<file path="config.mk">
export PLATFORM = sky130hd
export DESIGN_NAME = regfile_dbg_access
export DESIGN_NICKNAME = d
export VERILOG_FILES = /design/src/rtl/rfdbg_pkg.sv /design/src/rtl/regfile_dbg_access.sv
export SDC_FILE = /design/constraint.sdc
export NUM_CORES = 1
export LEC_CHECK = 0
export ABC_AREA = 1
export BUFFER_PORTS_ARGS = -buffer_cell sky130_fd_sc_hd__buf_4
export CAP_MARGIN = 10
export CORE_MARGIN = 2
export CORE_UTILIZATION = 46
export CTS_CLUSTER_DIAMETER = 50
export CTS_CLUSTER_SIZE = 8
export DETAILED_ROUTE_END_ITERATION = 16
export PLACE_DENSITY = 0.88
export SYNTH_ARGS = -nofsm -noshare
export SYNTH_HDL_FRONTEND = slang
export SYNTH_SLANG_ARGS = --single-unit
</file>
<file path="constraint.sdc">
create_clock -name clk -period 2 [get_ports clk]
set_clock_uncertainty 0.1 [all_clocks]
set_input_delay 0 -clock clk [delete_from_list [all_inputs] [get_ports clk]]
set_output_delay 0 -clock clk [all_outputs]
set_load 0.005 [all_outputs]
</file>
<file path="src/rtl/rfdbg_pkg.sv">
// Shared definitions for the debug register-file access block.
// Optional feature macro used by the block: RFDBG_DUMP_EN (multi-register dump).
package rfdbg_pkg;

   localparam int          RF_ADDR_W   = 5;
   localparam logic [4:0]  RF_LAST_IDX = 5'd31;

   // Access sequencer states
   typedef enum logic [1:0] {
      ST_IDLE   = 2'd0,
      ST_HOLD   = 2'd1,
      ST_ACCESS = 2'd2,
      ST_RESP   = 2'd3
   } rfdbg_state_e;

endpackage

</file>
<file path="src/rtl/regfile_dbg_access.sv">
// Debug initiator for the core register file: takes a host read/write command,
// stalls the core with dbg_hold, performs one regfile access once the core is
// at an instruction boundary, and returns the result on a valid/ready channel.
// Macro RFDBG_DUMP_EN: a read with cmd_dump=1 walks cmd_addr..31, one response
// per index. Without it cmd_dump is ignored and rsp_last is tied high.
module regfile_dbg_access
   import rfdbg_pkg::*;
#(
   parameter int WIDTH = 32
) (
   input  logic                 clk,
   input  logic                 rst_n,
   input  logic                 cmd_valid,
   output logic                 cmd_ready,
   input  logic                 cmd_write,
   input  logic                 cmd_dump,
   input  logic [RF_ADDR_W-1:0] cmd_addr,
   input  logic [WIDTH-1:0]     cmd_wdata,
   output logic                 rsp_valid,
   input  logic                 rsp_ready,
   output logic [RF_ADDR_W-1:0] rsp_addr,
   output logic [WIDTH-1:0]     rsp_rdata,
   output logic                 rsp_last,
   input  logic                 core_idle,
   output logic                 dbg_hold,
   output logic [RF_ADDR_W-1:0] rf_ra,
   input  logic [WIDTH-1:0]     rf_rd,
   output logic [RF_ADDR_W-1:0] rf_wa,
   output logic [WIDTH-1:0]     rf_wd,
   output logic                 rf_we
);

   rfdbg_state_e         state_q, state_d;
   logic [RF_ADDR_W-1:0] addr_q, addr_d;
   logic [WIDTH-1:0]     wdata_q, wdata_d;
   logic                 write_q, write_d;
   logic [WIDTH-1:0]     rdata_q, rdata_d;
   logic                 dump_q, dump_d;
   logic                 dump_more;
   logic                 dump_take;

`ifdef RFDBG_DUMP_EN
   // A dump is only meaningful for reads; a dump-write degrades to one write.
   assign dump_take = cmd_dump & ~cmd_write;
   assign dump_more = dump_q && (addr_q != RF_LAST_IDX);
   assign rsp_last  = !dump_q || (addr_q == RF_LAST_IDX);
`else
   logic unused_dump;
   assign unused_dump = cmd_dump;
   assign dump_take   = 1'b0;
   assign dump_more   = 1'b0;
   assign rsp_last    = 1'b1;
`endif

   // Next-state, command latch and response capture
   always_comb begin
      state_d = state_q;
      addr_d  = addr_q;
      wdata_d = wdata_q;
      write_d = write_q;
      rdata_d = rdata_q;
      dump_d  = dump_q;
      unique case (state_q)
         ST_IDLE: begin
            if (cmd_valid) begin
               addr_d  = cmd_addr;
               wdata_d = cmd_wdata;
               write_d = cmd_write;
               dump_d  = dump_take;
               state_d = ST_HOLD;
            end
         end
         ST_HOLD: begin
            if (core_idle) state_d = ST_ACCESS;
         end
         ST_ACCESS: begin
            // Writes echo the value stored; r0 is never written so it echoes 0.
            if (write_q) rdata_d = (addr_q == '0) ? '0 : wdata_q;
            else         rdata_d = rf_rd;
            state_d = ST_RESP;
         end
         ST_RESP: begin
            if (rsp_ready) begin
               if (dump_more) begin
                  addr_d  = addr_q + RF_ADDR_W'(1);
                  state_d = ST_HOLD;
               end else begin
                  state_d = ST_IDLE;
               end
            end
         end
         default: state_d = ST_IDLE;
      endcase
   end

   // State and datapath registers
   always_ff @(posedge clk or negedge rst_n) begin
      if (!rst_n) begin
         state_q <= ST_IDLE;
         addr_q  <= '0;
         wdata_q <= '0;
         write_q <= 1'b0;
         rdata_q <= '0;
         dump_q  <= 1'b0;
      end else begin
         state_q <= state_d;
         addr_q  <= addr_d;
         wdata_q <= wdata_d;
         write_q <= write_d;
         rdata_q <= rdata_d;
         dump_q  <= dump_d;
      end
   end

   // Handshakes and strobes decode straight from the state register so an
   // async reset drops them immediately.
   assign cmd_ready = (state_q == ST_IDLE);
   assign rsp_valid = (state_q == ST_RESP);
   assign dbg_hold  = (state_q != ST_IDLE);
   assign rf_we     = (state_q == ST_ACCESS) && write_q && (addr_q != '0);
   assign rf_ra     = addr_q;
   assign rf_wa     = addr_q;
   assign rf_wd     = wdata_q;
   assign rsp_addr  = addr_q;
   assign rsp_rdata = rdata_q;

endmodule
</file>
==> metrics, run 1 <==
run status finished, final reports clean; Compound-Gate Fraction of Synth Area under 10%; combinational share of power roughly 52%; area share of fa/ha/maj cells after synthesis 1.76%; number of global-route vias before repair roughly 3,400; number of H-tree levels 3; Final Critical Period between 1500 and 2000 ps; Synth area leaders dfrtp_1 51%, mux2_4 15%, a21oi_1 9.3%; XOR/XNOR share of the synthesized area 0%; first drt pass iteration count 4; Switching Power roughly 3.2 mW; Critical Path End Type flop; post-synthesis mux area share 15.2%; Worst-Margin Slew between 600 and 700 ps; power share of the clock group ~15%; max cap viols 0; post-route ant nets 0; Yosys top cell area share around 51%; WHS roughly 63 ps; share of layout cells above drive strength 1 a little under two fifths; # port buffers ~160; P per Cell Area 1510 mW/mm²; simple-gate share of the synthesized area 11.9%; final hold viol count 0; Avg WL per Cell roughly 16 µm; Worst-Skew Late Latency 340 ps; Fmax between 500 and 600 MHz; delay-heaviest family, CP buffers and inverters; WP buf/inv 2; Seq pwr share between 30% and 40%; Num CTS Buffers 9; crit path cell chain buf_4, ha_1, nand2_1, nand3_1, dlygate4sd3_1, o21ai_0; post-layout utilization of the core about three quarters; CP max stage delay approximately 600 ps; synthesis-to-finish area growth 60.2%; Avg Cell Area, Syn 9.71 µm²; Clock transition at path regs around 80 ps; Rows 32; Pleak 3.10 nW; Synth area leader dfrtp_1; pin count of the biggest net entering global routing between 70 and 80; final net count around 670; post-synthesis sequential area ratio roughly half; Final Non-Filler Cells slightly below 700; Seq cells post-synth between 70 and 80; Worst Path Required 2160 ps; Worst R2R Start state_q[0]$_DFFE_PN0P_; switch share ~37%; critical path data arrival time 2060 ps; syn_nets around 450; clock root buffer clkbuf_8; final max-slew violation count 0; WS Path Type flop to flop; Post-Syn Area 0.00356 mm²; Die Wd 92 µm; Via density around 4.9; Routed WL about 11,000 µm; initial drt markers approximately 140; first-pass GRT wire length roughly 17,000 µm; Detail Placement HPWL approximately 6400 µm; cell total after placement 600; # DRC 0; number of clock sinks slightly above 70; Final Cycle Share a little over nine tenths; min-delay src cmd_valid; Worst Hold Class input port to flop; YS warnings 0; Initial Utilization approximately 47%; P_int approximately 5.4 mW; TritonCTS clock tree done; Max Buffers Root-to-Sink 2; Die ar. between 0.008 and 0.009 mm²; Chip Height 92 µm; setup violators final 0; Mapped Cells between 300 and 400; detailed-route via count about 3,400; CP startpoint kind flop; RSZ-0062 raised after global routing no; Max VDD drop slightly below 0.001 V; Unique masters post-synth 16; Critical Path Source state_q[0]$_DFFE_PN0P_; number of I/O pins 160; CP max stage cell dlygate4sd3_1; core outline area around 0.0076 mm²; total track usage approximately a quarter; largest family of logic cells by synthesized area multiplexers; total congestion overflow 0; slew margin rel. 58.9%; antenna violations before repair 1; final RePlAce weighted congestion roughly 0.85; Crit Path Max Fanout 4; setup TNS 0 ps
## registers in the layout, indices dropped and copies added (netlist names)
name and count:
rsp_rdata 32, write_q 1, state_q 2, rf_wd 32, rf_ra 5
## logic make-up (layout without fill, tap and decap cells)
logic type | Yosys count | in the layout
DFF | 72 | 72
other | 1 | 2
and+or+nand+nor | 110 | 110
buffers and inverters | 75 | 298
muxes | 36 | 36
adders and majority gates | 5 | 5
AOI/OAI and AO/OA | 68 | 68
## cell usage after synthesis
cell type and number:
dfrtp_1 72, nand2_1 69, a21oi_1 66, inv_1 41, nor2_1 37, mux2_4 36
buf_4 17, buf_2 11, ha_1 5, buf_6 4, inv_2 2, nand3_1 2
o21ai_0 2, conb_1 1, nand2_2 1, nand3_2 1
## power by group through the flow
stage / registers [mW] / clock network (mW) / logic (mW)
after floorplan: 2.79 / 0 / 2.50
after global placement: 2.79 / 0 / 4.10
after detailed placement: 2.85 / 0 / 4.24
after CTS: 2.83 / 1.32 / 4.39
after global routing: 2.95 / 1.38 / 4.87
final: 2.86 / 1.29 / 4.47
## metrics by stage
stage	total power, mW	setup WS (ps)	area, µm²
2_1_floorplan	5.29	489	3560
3_3_place_gp	6.90	345	4720
3_5_place_dp	7.08	278	4720
4_1_cts	8.54	114	5690
5_1_grt	9.19	28.8	5710
6_report	8.62	103	5710
## final cells by class
cell class | count | area [µm²]
Clock inverter | 6 | 92.6
Tap cell | 102 | 128
Timing Repair Buffer | 239 | 2020
Multi-Input combinational cell | 220 | 1370
Inverter | 43 | 161
Antenna cell | 1 | 2.50
Sequential cell | 72 | 1800
Clock buffer | 10 | 128
Fill cell | 506 | 1900
## tightest hold or removal path, stage by stage
cell     delay [ps]
buf_4            90
inv_1            30
nand2_1          50
nand3_1         120
nand2_1          80
o21ai_0          80
## per-layer routing
layer / vias to the layer above / part of all wire, % / GRT usage [%]
met2: 147 / 54 / 47.5
met5: - / 0 / 0
met4: 0 / 2.8 / 11.7
met3: 33 / 4.3 / 4.27
li1: 1585 / - / -
met1: 1611 / 39 / 29.4
## path summary, 6_finish.rpt
kind | slack (ps) | cells past startpoint | endpoint
max | 100 | 6 | state_q[0]$_DFFE_PN0P_
min | 60 | 6 | state_q[0]$_DFFE_PN0P_
max reg2reg | 100 | 6 | state_q[0]$_DFFE_PN0P_
min reg2reg | 440 | 2 | rsp_rdata[17]$_DFFE_PN0N_
max in group asynchronous | 1340 | 3 | rf_wd[28]$_DFFE_PN0P_
min in group asynchronous | 90 | 3 | rf_ra[1]$_DFFE_PN0P_
## timing repair
item,4_1_cts,5_1_grt
endpoints found under the hold margin,144,0
endpoints found under the setup margin,0,2
gates resized for setup,0,1
buffers inserted,0,1
hold buffers,75,0
## cell usage in the layout (no fill, tap or decap), types with 3 or more instances in the layout
master	netlist	routed
buf_4	17	161
dlygate4sd3_1	0	75
dfrtp_1	72	72
nand2_1	69	69
a21oi_1	66	66
inv_1	41	41
nor2_1	37	37
mux2_4	36	36
clkbuf_8	0	9
ha_1	5	4
buf_12	0	3
(Power assumes the default switching activity.)
==> run 2: changes to the inputs <==
PLACE_DENSITY = not set   (was 0.88)
PLACE_DENSITY_LB_ADDON = 0.05   (was not set)
==> run 2 against run 1 <==
  * Combinational power shrank 1%
  * Worst hold slack lost 35 ps
  * Power shrank 4.5%
  * Core utilization shrank 1.1 points
  * Final area shrank 1.4%
  * Largest power group unchanged
  * First-iteration DRC count shrank 20%
  * Critical path type is now flop to primary output
  * Final cell count shrank 0.58%
  * Global-route usage shrank 2.0 points
  * Highest routed layer unchanged
==> metrics, run 2 (synthesis results as in run 1) <==
Initial Utilization 46.8% (unchanged); Worst-Margin Slew 631 ps (was 615 ps); detailed-route via count 3,241 (was 3,376); number of global-route vias before repair 3,251 (was 3,445); first drt pass iteration count 4 (unchanged); most frequent cells in the layout 161 x buf_4, 72 x dfrtp_1, 71 x dlygate4sd3_1 (was 161 x buf_4, 75 x dlygate4sd3_1, 72 x dfrtp_1); Max Buffers Root-to-Sink 2 (unchanged); Critical Path End Type primary output (was flop); max cap viols 0 (unchanged); commonest non-fill, non-tap cell in the layout buf_4 (unchanged); Crit Path Max Fanout 11 (was 4); Seq pwr share 34.0% (was 33.1%); critical path data arrival time 1600 ps (was 2060 ps); Die Wd 92 µm (unchanged); Switching Power 3.03 mW (was 3.20 mW); Via density 4.70 (was 4.87); final hold viol count 0 (unchanged); CP startpoint kind flop (unchanged); number of H-tree levels 3 (unchanged); Clock transition at path regs 70 ps (was 80 ps); slew margin rel. 57.9% (was 58.9%); Routed WL 9850 µm (was 10,900 µm); # DRC 0 (unchanged); Chip Height 92 µm (unchanged); final net count 663 (was 666); P_int 5.21 mW (was 5.43 mW); RSZ-0062 raised after global routing no (unchanged); Fillers 577 (was 506); total track usage 23.9% (was 25.9%); switch share 36.8% (was 37.1%); post-route ant nets 0 (unchanged); first-pass GRT wire length 15,900 µm (was 17,000 µm); P per Cell Area 1460 mW/mm² (was 1510 mW/mm²); number of I/O pins 160 (unchanged); Worst Hold Class input port to flop (unchanged); final max-slew violation count 0 (unchanged); Detail Placement HPWL 6160 µm (was 6380 µm); setup TNS 0 ps (unchanged); initial drt markers 113 (was 141); power share of the clock group 12.3% (was 15.0%); WS Path Type flop to primary output (was flop to flop); Avg WL per Cell 14.3 µm (was 15.7 µm); pin count of the biggest net entering global routing 39 (was 73); number of clock sinks 72 (unchanged); synthesis-to-finish area growth 58.0% (was 60.2%); combinational share of power 53.7% (was 51.9%); setup violators final 0 (unchanged); # port buffers 157 (unchanged); share of layout cells above drive strength 1 37.3% (about the same); Num CTS Buffers 9 (unchanged); Resized Gates After CTS 0 (unchanged); Final Critical Period 1700 ps (was 1900 ps); Tot Pwr 8.24 mW (was 8.62 mW); clock root buffer clkbuf_8 (unchanged); core outline area 0.00761 mm² (unchanged); Worst Path Required 1900 ps (was 2160 ps); ANT cells 0 (was 1); Pleak 3.08 nW (was 3.10 nW); run status finished, final reports clean (unchanged); Fmax 588 MHz (was 527 MHz); Die ar. 0.00846 mm² (unchanged); Final Cycle Share 85.1% (was 94.8%); total congestion overflow 0 (unchanged); final RePlAce weighted congestion 0.769 (was 0.845); antenna violations before repair 0 (was 1); Worst-Skew Late Latency 330 ps (was 340 ps); TritonCTS clock tree done (unchanged); Rows 32 (unchanged); Max VDD drop 0.000909 V (was 0.000993 V)
-- run 2: metal layers --
metal	GRT usage [%]	routed length [µm]	part of all wire, %
met2	41.2	5060	51
met3	4.77	627	6.4
met4	8.96	148	1.5
met5	0	0	0
met1	29.6	4020	41
-- run 2: critical path: stages (launching register included) --
cell and delay (ps):
dfrtp_1 410, inv_1 140, ha_1 220, buf_4 210, nand3_1 90, inv_1 80
buf_4 110
-- run 2: layout make-up --
| cell class | count | area, µm² | area share (%) |
|---|---|---|---|
| Clock buffer | 12 | 145 | 2.58 |
| Clock inverter | 4 | 20.0 | 0.356 |
| Inverter | 43 | 161 | 2.87 |
| Multi-Input combinational cell | 220 | 1370 | 24.4 |
| Sequential cell | 72 | 1800 | 32.0 |
| Tap cell | 102 | 128 | 2.27 |
| Timing Repair Buffer | 236 | 2000 | 35.5 |
-- run 2: worst paths after layout --
path | from | end | slack, ps | depth (start not counted)
min | core_idle | state_q[0]$_DFFE_PN0P_ | 30 | 5
max in group asynchronous | rst_n | rsp_rdata[0]$_DFFE_PN0N_ | 1150 | 3
min reg2reg | rsp_rdata[1]$_DFFE_PN0N_ | rsp_rdata[1]$_DFFE_PN0N_ | 430 | 2
min in group asynchronous | rst_n | rf_wd[18]$_DFFE_PN0P_ | 60 | 2
max reg2reg | state_q[0]$_DFFE_PN0P_ | rf_wd[6]$_DFFE_PN0P_ | 330 | 5
max | state_q[0]$_DFFE_PN0P_ | rf_we | 300 | 6
-- run 2: power by group through the flow --
stage / Combinational [mW] / Clock, mW / Sequential (mW)
final: 4.42 / 1.01 / 2.80
after global routing: 4.87 / 1.10 / 2.91
after CTS: 4.44 / 1.04 / 2.80
after detailed placement: 4.33 / 0 / 2.82
after global placement: 4.23 / 0 / 2.78
after floorplan: 2.50 / 0 / 2.79
-- run 2: per-stage QoR --
step / hold WS [ps] / instance area (µm²) / instances / util, % / setup WS [ps]
6_report: 28.1 / 5630 / 689 / 74.0 / 299
5_1_grt: 85.8 / 5630 / 689 / 74.0 / 186
4_1_cts: 22.9 / 5630 / 689 / 74.0 / 302
3_5_place_dp: -98.3 / 4750 / 602 / 62.5 / 349
3_3_place_gp: -112 / 4750 / 602 / 62.5 / 420
2_1_floorplan: -396 / 3560 / 367 / - / 489
-- run 2: repair_timing --
item	CTS	global route
buffers inserted	0	0
hold endpoints to repair	142	0
hold buffers	71	0
setup endpoints to repair	0	0
==> run 3: changes to the inputs <==
MAX_ROUTING_LAYER = met4   (was not set)
==> run 3 against run 2 <==
  * Global-route usage rose by 0.66 points
  * Highest routed layer unchanged
  * Critical path depth stayed put
  * Final cell count unchanged
  * Sequential power hardly changed
  * Count of clock-buffer cells in the layout unchanged
==> metrics, run 3 (synthesis results as in run 1) <==
Detail Placement HPWL 6160 µm (unchanged); TritonCTS clock tree done (unchanged); Max VDD drop 0.000908 V (was 0.000909 V); first drt pass iteration count 4 (unchanged); Pleak 3.08 nW (unchanged); crit path cell chain inv_1, ha_1, buf_4, nand3_1, inv_1, buf_4 (unchanged); WHS 27.8 ps (was 28.1 ps); Crit Path Max Fanout 11 (unchanged); RSZ-0062 raised after global routing no (unchanged); Via density 4.71 (was 4.70); number of global-route vias before repair 3,255 (was 3,251); CP max stage delay 410 ps (about the same); ANT cells 0 (unchanged); CP startpoint kind flop (unchanged); Worst-Skew Late Latency 330 ps (about the same); Critical Path End Type primary output (unchanged); Final Critical Period 1700 ps (about the same); final max-slew violation count 0 (unchanged); post-route ant nets 0 (unchanged); number of I/O pins 160 (unchanged); final net count 663 (unchanged); share of layout cells above drive strength 1 37.3% (unchanged); slew margin rel. 57.5% (was 57.9%); Initial Utilization 46.8% (unchanged); core outline area 0.00761 mm² (unchanged); Max Buffers Root-to-Sink 2 (unchanged); setup violators final 0 (unchanged); initial drt markers 137 (was 113); # DRC 0 (unchanged); P per Cell Area 1460 mW/mm² (about the same); # port buffers 157 (unchanged); GR Layer Usage met3 3.70% (was 4.77%); number of clock sinks 72 (unchanged); Die Wd 92 µm (unchanged); detailed-route via count 3,246 (was 3,241); WS Path Type flop to primary output (unchanged); total track usage 24.5% (was 23.9%); Final Cycle Share 85.0% (was 85.1%); commonest non-fill, non-tap cell in the layout buf_4 (unchanged); first-pass GRT wire length 15,900 µm (about the same); number of H-tree levels 3 (unchanged); synthesis-to-finish area growth 58.0% (unchanged); total congestion overflow 0 (unchanged); clock root buffer clkbuf_8 (unchanged); Worst Path Required 1900 ps (about the same); Num CTS Buffers 9 (unchanged); Routed WL 9910 µm (was 9850 µm); Resized Gates After CTS 0 (unchanged); run status finished, final reports clean (unchanged); CP max stage cell dfrtp_1 (unchanged); Worst-Margin Slew 637 ps (was 631 ps); Die ar. 0.00846 mm² (unchanged); final RePlAce weighted congestion 0.779 (was 0.769); max cap viols 0 (unchanged); setup TNS 0 ps (unchanged); GR peak layer met2 (unchanged); Clock transition at path regs 70 ps (about the same); Worst Hold Class input port to flop (unchanged); WP buf/inv 4 (unchanged); critical path data arrival time 1600 ps (about the same); Fmax 588 MHz (about the same); Avg WL per Cell 14.4 µm (was 14.3 µm); Chip Height 92 µm (unchanged); delay-heaviest family, CP buffers and inverters (unchanged); pin count of the biggest net entering global routing 39 (unchanged); Rows 32 (unchanged); grt met1 use 30.1% (was 29.6%); most frequent cells in the layout 161 x buf_4, 72 x dfrtp_1, 71 x dlygate4sd3_1 (unchanged); M2 GR Usage 41.4% (was 41.2%); antenna violations before repair 0 (unchanged); final hold viol count 0 (unchanged)
## run 3: cell counts in the layout (fill, tap and decap cells not counted)
Identical to the previous run, type by type.
## run 3: what timing repair did
item,4_1_cts,5_1_grt
hold buffers,71,0
endpoints found under the hold margin,142,0
setup buffers,0,0
## run 3: worst min-delay path: stages
cell and delay (ps):
buf_4 110, inv_1 40, nand2_1 40, nand3_1 130, o21ai_0 100
## run 3: cell type report
class | instances | area (µm²)
Clock buffer | 12 | 145
Clock inverter | 4 | 20.0
Fill cell | 577 | 1980
Inverter | 43 | 161
Multi-Input combinational cell | 220 | 1370
Sequential cell | 72 | 1800
Tap cell | 102 | 128
Timing Repair Buffer | 236 | 2000
## run 3: stage by stage
step	power, mW	setup WS [ps]	area, µm²	cells	utilization [%]
2_1_floorplan	5.29	489	3560	367	-
3_3_place_gp	7.01	420	4750	602	62.5
3_5_place_dp	7.14	349	4750	602	62.5
4_1_cts	8.28	302	5630	689	74.0
5_1_grt	8.88	187	5630	689	74.0
6_report	8.24	300	5630	689	74.0
## run 3: report_power, final
group	internal, mW	switching, mW	total (mW)
Clock	0.478	0.535	1.01
Sequential	2.23	0.572	2.80
Combinational	2.50	1.92	4.42
Total	5.21	3.03	8.24
## run 3: routing by layer
metal,vias to the layer above,part of all wire [%]
li1,1573,-
met1,1542,43
met2,114,51
met3,17,5.0
met4,0,1.5
met5,-,0
## run 3: worst paths after layout
| check | cells past startpoint | slack [ps] | end | from |
|---|---|---|---|---|
| max | 6 | 300 | rf_we | state_q[0]$_DFFE_PN0P_ |
| min | 5 | 30 | state_q[0]$_DFFE_PN0P_ | core_idle |
| max reg2reg | 5 | 330 | rf_wd[6]$_DFFE_PN0P_ | state_q[0]$_DFFE_PN0P_ |
| min reg2reg | 2 | 430 | rsp_rdata[1]$_DFFE_PN0N_ | rsp_rdata[1]$_DFFE_PN0N_ |
| max in group asynchronous | 3 | 1160 | rsp_rdata[7]$_DFFE_PN0N_ | rst_n |
| min in group asynchronous | 2 | 60 | rf_wd[18]$_DFFE_PN0P_ | rst_n |
